$ cat src/rtl/counter_button_ctrl.sv
// counter_button_ctrl: synchronises and debounces the select and reset
// buttons, and turns each accepted press into the `sel` and `counter_rst`
// controls for the Counter block.
//
// Parameters:
//   DEBOUNCE_CYCLES - consecutive cycles an input must be stable (>= 1)
//   RST_HOLD        - length of the counter_rst pulse in cycles (>= 1)
// Ports:
//   clk, rst        - clock; asynchronous active-high reset
//   btn_sel         - raw select button (asynchronous, bouncy)
//   btn_rst         - raw counter-reset button (asynchronous, bouncy)
//   sel             - level, toggles on each accepted select press
//   sel_pulse       - one-cycle strobe in the cycle sel changes
//   counter_rst     - reset to Counter, high for RST_HOLD cycles
module counter_button_ctrl #(
    parameter int DEBOUNCE_CYCLES = 1000000,
    parameter int RST_HOLD        = 4
) (
    input  logic clk,
    input  logic rst,
    input  logic btn_sel,
    input  logic btn_rst,
    output logic sel,
    output logic sel_pulse,
    output logic counter_rst
);

    localparam int CW = $clog2(DEBOUNCE_CYCLES + 1);
    localparam int HW = (RST_HOLD > 1) ? $clog2(RST_HOLD) : 1;
    localparam logic [CW-1:0] CNT_MAX = CW'(DEBOUNCE_CYCLES - 1);
    localparam logic [HW-1:0] HOLD_LOAD = HW'(RST_HOLD - 1);

    typedef enum logic {
        IDLE,
        HOLD
    } state_e;

    // Bit 0 of each channel vector is the select button, bit 1 the reset.
    logic [1:0]         s1_q, s1_d;
    logic [1:0]         s2_q, s2_d;
    logic [1:0]         db_q, db_d;
    logic [1:0]         db_prev_q, db_prev_d;
    logic [1:0][CW-1:0] cnt_q, cnt_d;

    state_e             state_q, state_d;
    logic [HW-1:0]      hold_q, hold_d;
    logic               sel_q, sel_d;
    logic               pulse_q, pulse_d;
    logic               crst_q, crst_d;

    logic               press_sel;
    logic               press_rst;

    // Debounce: db only moves after s2 has disagreed with it for
    // DEBOUNCE_CYCLES consecutive samples; any agreement restarts the run.
    always_comb begin
        s1_d      = {btn_rst, btn_sel};
        s2_d      = s1_q;
        db_d      = db_q;
        db_prev_d = db_q;
        cnt_d     = cnt_q;
        for (int c = 0; c < 2; c++) begin
            if (s2_q[c] == db_q[c]) begin
                cnt_d[c] = '0;
            end else if (cnt_q[c] == CNT_MAX) begin
                db_d[c]  = s2_q[c];
                cnt_d[c] = '0;
            end else begin
                cnt_d[c] = cnt_q[c] + 1'b1;
            end
        end
    end

    // Only rising edges of the debounced level count as presses.
    assign press_sel = db_q[0] & ~db_prev_q[0];
    assign press_rst = db_q[1] & ~db_prev_q[1];

    // Reset press has priority; select presses seen during HOLD are dropped.
    always_comb begin
        state_d = state_q;
        hold_d  = hold_q;
        sel_d   = sel_q;
        pulse_d = 1'b0;
        crst_d  = crst_q;
        unique case (state_q)
            IDLE: begin
                if (press_rst) begin
                    state_d = HOLD;
                    hold_d  = HOLD_LOAD;
                    sel_d   = 1'b0;
                    crst_d  = 1'b1;
                end else if (press_sel) begin
                    sel_d   = ~sel_q;
                    pulse_d = 1'b1;
                end
            end
            HOLD: begin
                if (press_rst) begin
                    hold_d = HOLD_LOAD;
                end else if (hold_q == '0) begin
                    state_d = IDLE;
                    crst_d  = 1'b0;
                end else begin
                    hold_d = hold_q - 1'b1;
                end
            end
        endcase
    end

    always_ff @(posedge clk or posedge rst) begin
        if (rst) begin
            s1_q      <= '0;
            s2_q      <= '0;
            db_q      <= '0;
            db_prev_q <= '0;
            cnt_q     <= '0;
            state_q   <= IDLE;
            hold_q    <= '0;
            sel_q     <= 1'b0;
            pulse_q   <= 1'b0;
            crst_q    <= 1'b0;
        end else begin
            s1_q      <= s1_d;
            s2_q      <= s2_d;
            db_q      <= db_d;
            db_prev_q <= db_prev_d;
            cnt_q     <= cnt_d;
            state_q   <= state_d;
            hold_q    <= hold_d;
            sel_q     <= sel_d;
            pulse_q   <= pulse_d;
            crst_q    <= crst_d;
        end
    end

    assign sel         = sel_q;
    assign sel_pulse   = pulse_q;
    assign counter_rst = crst_q;

endmodule

$ cat config.mk
export PLATFORM = sky130hd
export DESIGN_NAME = counter_button_ctrl
export DESIGN_NICKNAME = d
export VERILOG_FILES = /design/src/rtl/counter_button_ctrl.sv
export SDC_FILE = /design/constraint.sdc
export NUM_CORES = 1
export LEC_CHECK = 0
export CAP_MARGIN = 20
export CORE_ASPECT_RATIO = 1.4
export CORE_UTILIZATION = 36
export DETAILED_ROUTE_END_ITERATION = 10
export PLACE_DENSITY_LB_ADDON = 0.2
export SKIP_CTS_REPAIR_TIMING = 1
export SLEW_MARGIN = 0
export SYNTH_ARGS = -nofsm -noshare
export SYNTH_HDL_FRONTEND = slang
export SYNTH_SLANG_ARGS = --single-unit
$ cat constraint.sdc
create_clock -name clk -period 2.9 [get_ports clk]
set_clock_uncertainty 0.2 [all_clocks]
set_input_delay 0.87 -clock clk [delete_from_list [all_inputs] [get_ports clk]]
set_output_delay 0.87 -clock clk [all_outputs]
set_load 0.05 [all_outputs]
==> run metrics <==
outcome=finished, final reports clean; GR Overflow Total=0; H-tree levels=2; Final Setup Violations=0; Place WS=660 ps; Post-synth top cells=dfrtp_1 (54), nor2_1 (35), nand2_1 (20); Max Cap Violations=0; CP peak stage delay=810 ps; Post-DP HPWL=3.32 mm; Final nets=266; Startpoint Class=flip-flop; Fmax=388 MHz; Num CTS Buffers=5; routed len/inst=13.4 microns; slowest CP cell=clkdlybuf4s50_1; Final WS setup=322 ps; Core Box Area=6660 sq um; largest net degree at the start of global routing=41; cell row count=35; synth warn=0; Post-DRT Antenna Nets=0; Initial DRC Count=45; CTS tree=done; DIE AREA=7310 sq um; clk buf depth=2; Root Buffer=clkbuf_8; PortBufs=6; type of the worst min-delay path=reg -> reg; Starting Density=0.377; top cell type's share of synthesized area=0.539; via count=1,775; largest cells by area after synthesis=dfrtp_1 (54%), nor2_1 (5.2%), xor2_1 (5.2%), xnor2_1 (4.9%), nand2_1 (3.0%); GP Congestion=0.749; DRC Markers=0; GRT Overall Usage=0.147; layout cells sized above 1=0.0846; Post-Syn Nets=254; vias in the first global route=1,779; Top FF cell, synth=dfrtp_1; Mapped Area=2510 sq um; register area share after synthesis=0.539; Leak Pwr=1.17 nW; Peak VDD IR=224 uV; via count normalized by instance count=5.04; # IOs=7; DRT Wirelength=4.73 mm; Area Overhead vs Synth=12.7%; slew margin rel.=0.675; Syn Area/Cell=10.2 sq um; antenna violations before repair=0; Synth async-reset ratio=1.00; CP max FO=4; first-pass GRT wire length=8.38 mm; top-count cell post-synth=dfrtp_1; chip width=72.5 microns; Final Slew Violations=0; CP Cell Sequence=clkdlybuf4s50_1; Skew-Pair Late Insertion Delay=310 ps; Period minus WS final=2580 ps; die height=101 microns; Post-Synthesis Cells=247; EDFF count, synth=0; final hold vios=0; Reg2Reg Setup Slack=870 ps; clk sinks=54; measured slew at the worst slew-check pin=486 ps; Critical Path AT=1510 ps; RSZ-0062 raised after global routing=no; kind of critical path=reg -> out; fin crit share=0.889; worst path buffer plus inverter count=1; Required @ worst endpoint=1830 ps; top cell type by total area after synthesis=dfrtp_1; Cell variety after synth=34; Synth Register Bits=54; clock slew at reported path FFs=100 ps; crit end category=output port; drt first pass iters=4; placed instance area=2700 sq um; delay-heaviest family, CP=buffers and inverters; Power per Cell Area=481 nW/um^2; TNS Setup=0 ps; Ant. Diodes=0; Final Instance Area=2830 sq um
==> power breakdown <==
part / switching [mW] / internal [mW]
sequential: 0.00927 / 0.762
combinational: 0.0313 / 0.0168
clock: 0.256 / 0.284
==> routing by layer <==
metal,global-route usage,vias up,wire (microns)
li1,-,895,-
met1,0.175,859,2100
met2,0.263,17,2490
met3,0.0240,4,72
met4,0.0543,0,61
met5,0,-,0
==> through the flow <==
stage | power, mW | util | instances | hold slack (ps)
2_1_floorplan | 0.816 | - | 247 | 131
3_3_place_gp | 0.836 | 0.406 | 344 | 133
3_5_place_dp | 0.837 | 0.406 | 344 | 136
4_1_cts | 1.39 | 0.424 | 352 | 160
5_1_grt | 1.42 | 0.424 | 352 | 168
6_report | 1.36 | 0.424 | 352 | 161
==> worst paths after layout <==
kind / start / end / cells past startpoint
worst min register to register: s1_q[1] / s2_q[1] / 0
max in group asynchronous: rst / cnt_q[14] / 3
min in group asynchronous: rst / cnt_q[22] / 2
worst max-delay path: sel / sel / 1
worst max register to register: cnt_q[22] / cnt_q[38] / 4
worst min-delay path: s1_q[1] / s2_q[1] / 0
==> placed cells by master, fill, tap and decap left out, types with 6 or more instances in the layout <==
cell / instances
dfrtp_1: 54
nor2_1: 35
nand2_1: 20
nand3_1: 15
xor2_1: 15
xnor2_1: 14
a21oi_1: 12
nand4_1: 10
nor3_1: 8
or3_1: 6
o21ai_0: 6
clkbuf_8: 6
clkdlybuf4s50_1: 6
==> final cells by class <==
type                            instances  area (sq um)
Clock buffer                            6          82.6
Clock inverter                          2          38.8
Fill cell                             678          3830
Inverter                                5          18.8
Multi-Input combinational cell        183          1120
Sequential cell                        54          1350
Tap cell                               92           115
Timing Repair Buffer                   10           103
==> registers in the layout (all words and copies together) (netlist names) <==
signal and count:
counter_rst 1, cnt_q 40, state_q 1, s2_q 2
hold_q 2, sel 1, sel_pulse 1, s1_q 2
db_prev_q 2, db_prev_d 2
==> cells by family (layout without fill, tap and decap cells) <==
logic type                 after synthesis  count (layout)  synth area share
AOI/OAI and AO/OA                       26              26            0.0589
xor gates and xnor gates                29              29             0.101
adders and majority gates                3               3            0.0150
buffers and inverters                   10              23            0.0180
DFF                                     54              54             0.539
muxes                                    2               2           0.00898
and+or+nand+nor                        123             123             0.259
(Power assumes the default switching activity.)
==> RTL edit: new RTL, same settings <==
Register the input `btn_sel` before use, without a reset. The logic sees it one clock later.
--- a/src/rtl/counter_button_ctrl.sv
+++ b/src/rtl/counter_button_ctrl.sv
@@ -35,6 +35,12 @@
         HOLD
     } state_e;
 
+    logic btn_sel_q;
+
+    always_ff @(posedge clk) begin
+        btn_sel_q <= btn_sel;
+    end
+
     // Bit 0 of each channel vector is the select button, bit 1 the reset.
     logic [1:0]         s1_q, s1_d;
     logic [1:0]         s2_q, s2_d;
@@ -54,7 +60,7 @@
     // Debounce: db only moves after s2 has disagreed with it for
     // DEBOUNCE_CYCLES consecutive samples; any agreement restarts the run.
     always_comb begin
-        s1_d      = {btn_rst, btn_sel};
+        s1_d      = {btn_rst, btn_sel_q};
         s2_d      = s1_q;
         db_d      = db_q;
         db_prev_d = db_q;
Behaviour: same outputs for any inputs over 10 cycles, from zero or initial values and one cycle with rst high; that may be too few to reach the edited logic, so the function may still have changed.
==> RTL edit against the unedited design <==
  * Design area up 1.8%
  * Final cell count rose by 2.6%
  * Synthesized area up 2.0%
  * Wire length is 5.4% lower
  * Total power shrank 1.3%
  * Sequential cell count grew 1
  * Setup slack better by 0.56 ps
  * Critical path type unchanged
  * Largest cell class unchanged
==> RTL edit: results <==
[global_route]
grt_use_total_pct = 13.8
grt_pass1_vias = 1801
grt_max_degree = 55
grt_pass1_wl_mm = 7.92
antenna_found_initial = 0

[yosys]
syn_nets = 260
synthArstFlopShare_pct = 98.2
synth_cell_types = 34
netlist_top_cells_area = dfrtp_1, xnor2_1, nor2_1
synth_common_cells = dfrtp_1, nor2_1, xnor2_1
synth-warning-count = 0
yosysSeqAreaShare_pct = 53.6

[timing]
tightestPinTransition_ps = 489
finalSetupTns_ps = 0
setup_slack_ps = 323

[clock_network]
clk_path_buf_depth = 2
clk_latency_ps = 310
cts.htree.levels = 2

[outcome]
status = finished, final reports clean

[hold_path]
min-delay-path-class = reg2reg

[placed_design]
place.gp.congestion = 0.744
io_buffers = 6
pre_cts_slack_ps = 626
hpwl_mm = 3.12

[power_and_ir_drop]
p_leak_nw = 1.17
peakVddDrop_mv = 0.236

[detailed_routing]
route.detailed.vias_per_inst = 4.88
drt-initial-drc-count = 69
final_antenna_net_count = 0
dr.pass1.iters = 4
wl_mm = 4.47

[setup_path]
cp_slowest_cell = clkdlybuf4s50_1
cpPeakStageDelay_ps = 810
critPathArrivalTime_ps = 1510
reg2reg_slack_ps = 620

[finish]
drive_gt1_share_pct = 7.89
nets = 272
top_register = cnt_q
largest_reg_flops = 40
-- RTL edit: changes by cell type in the layout (fill, tap and decap cells not counted), moves of 2 or more --
cell / change
inv_1: +5
nand2_1: -4
xor2_1: -4
and3_1: +3
xnor2_1: +3
nand4b_1: +2
o21ai_0: +2
-- RTL edit: layout make-up --
cell class,count,area (um2)
clock buffers,5,68.8
clock inverters,3,43.8
fillers,712,4060
inverters,10,37.5
multi-input cells,183,1130
flip-flops and latches,55,1370
well taps,95,119
repair buffers,10,103
-- RTL edit: worst paths after layout --
| kind | end | from | cells past startpoint |
|---|---|---|---|
| setup / recovery | sel | sel | 1 |
| hold / removal | s1_q[0] | btn_sel_q | 0 |
| setup reg to reg | cnt_q[38] | cnt_q[20] | 5 |
| hold reg to reg | s1_q[0] | btn_sel_q | 0 |
| max in group asynchronous | cnt_q[16] | rst | 3 |
| min in group asynchronous | cnt_q[31] | rst | 3 |
-- RTL edit: kinds of logic after synthesis --
family,share of synthesized area [%]
DFF,53.6
buffers and inverters,2.30
muxes,0.880
AOI/OAI and AO/OA,6.70
and+or+nand+nor,25.5
adders and majority gates,1.47
xor gates and xnor gates,9.58
-- RTL edit: power by group --
group / switching [W] / internal (W) / total, W
clock network: 0.000251 / 0.000257 / 0.000508
logic: 0.0000312 / 0.0000174 / 0.0000486
registers: 0.00000889 / 0.000776 / 0.000785
-- RTL edit: metrics by stage --
| stage | hold WS, ps | area, um2 | std cells | util [%] |
|---|---|---|---|---|
| 2_1_floorplan | 116 | 2560 | 253 | - |
| 3_3_place_gp | 118 | 2760 | 353 | 39.8 |
| 3_5_place_dp | 120 | 2760 | 353 | 39.8 |
| 4_1_cts | 135 | 2880 | 361 | 41.5 |
| 5_1_grt | 137 | 2880 | 361 | 41.5 |
| 6_report | 133 | 2880 | 361 | 41.5 |
-- RTL edit: worst register-to-register path, cell delays in order, from the launching register on --
cell,delay [ps]
dfrtp_1,430
ha_1,240
nand2_1,150
or4_4,570
or4_1,470
a21oi_1,150
-- RTL edit: metal layers --
layer	vias up	wire [um]	track usage [%]
met2	16	2260	24.5
met1	830	2020	16.0
li1	908	-	-
met3	8	114	2.99
met5	-	0	0
met4	0	74	5.58
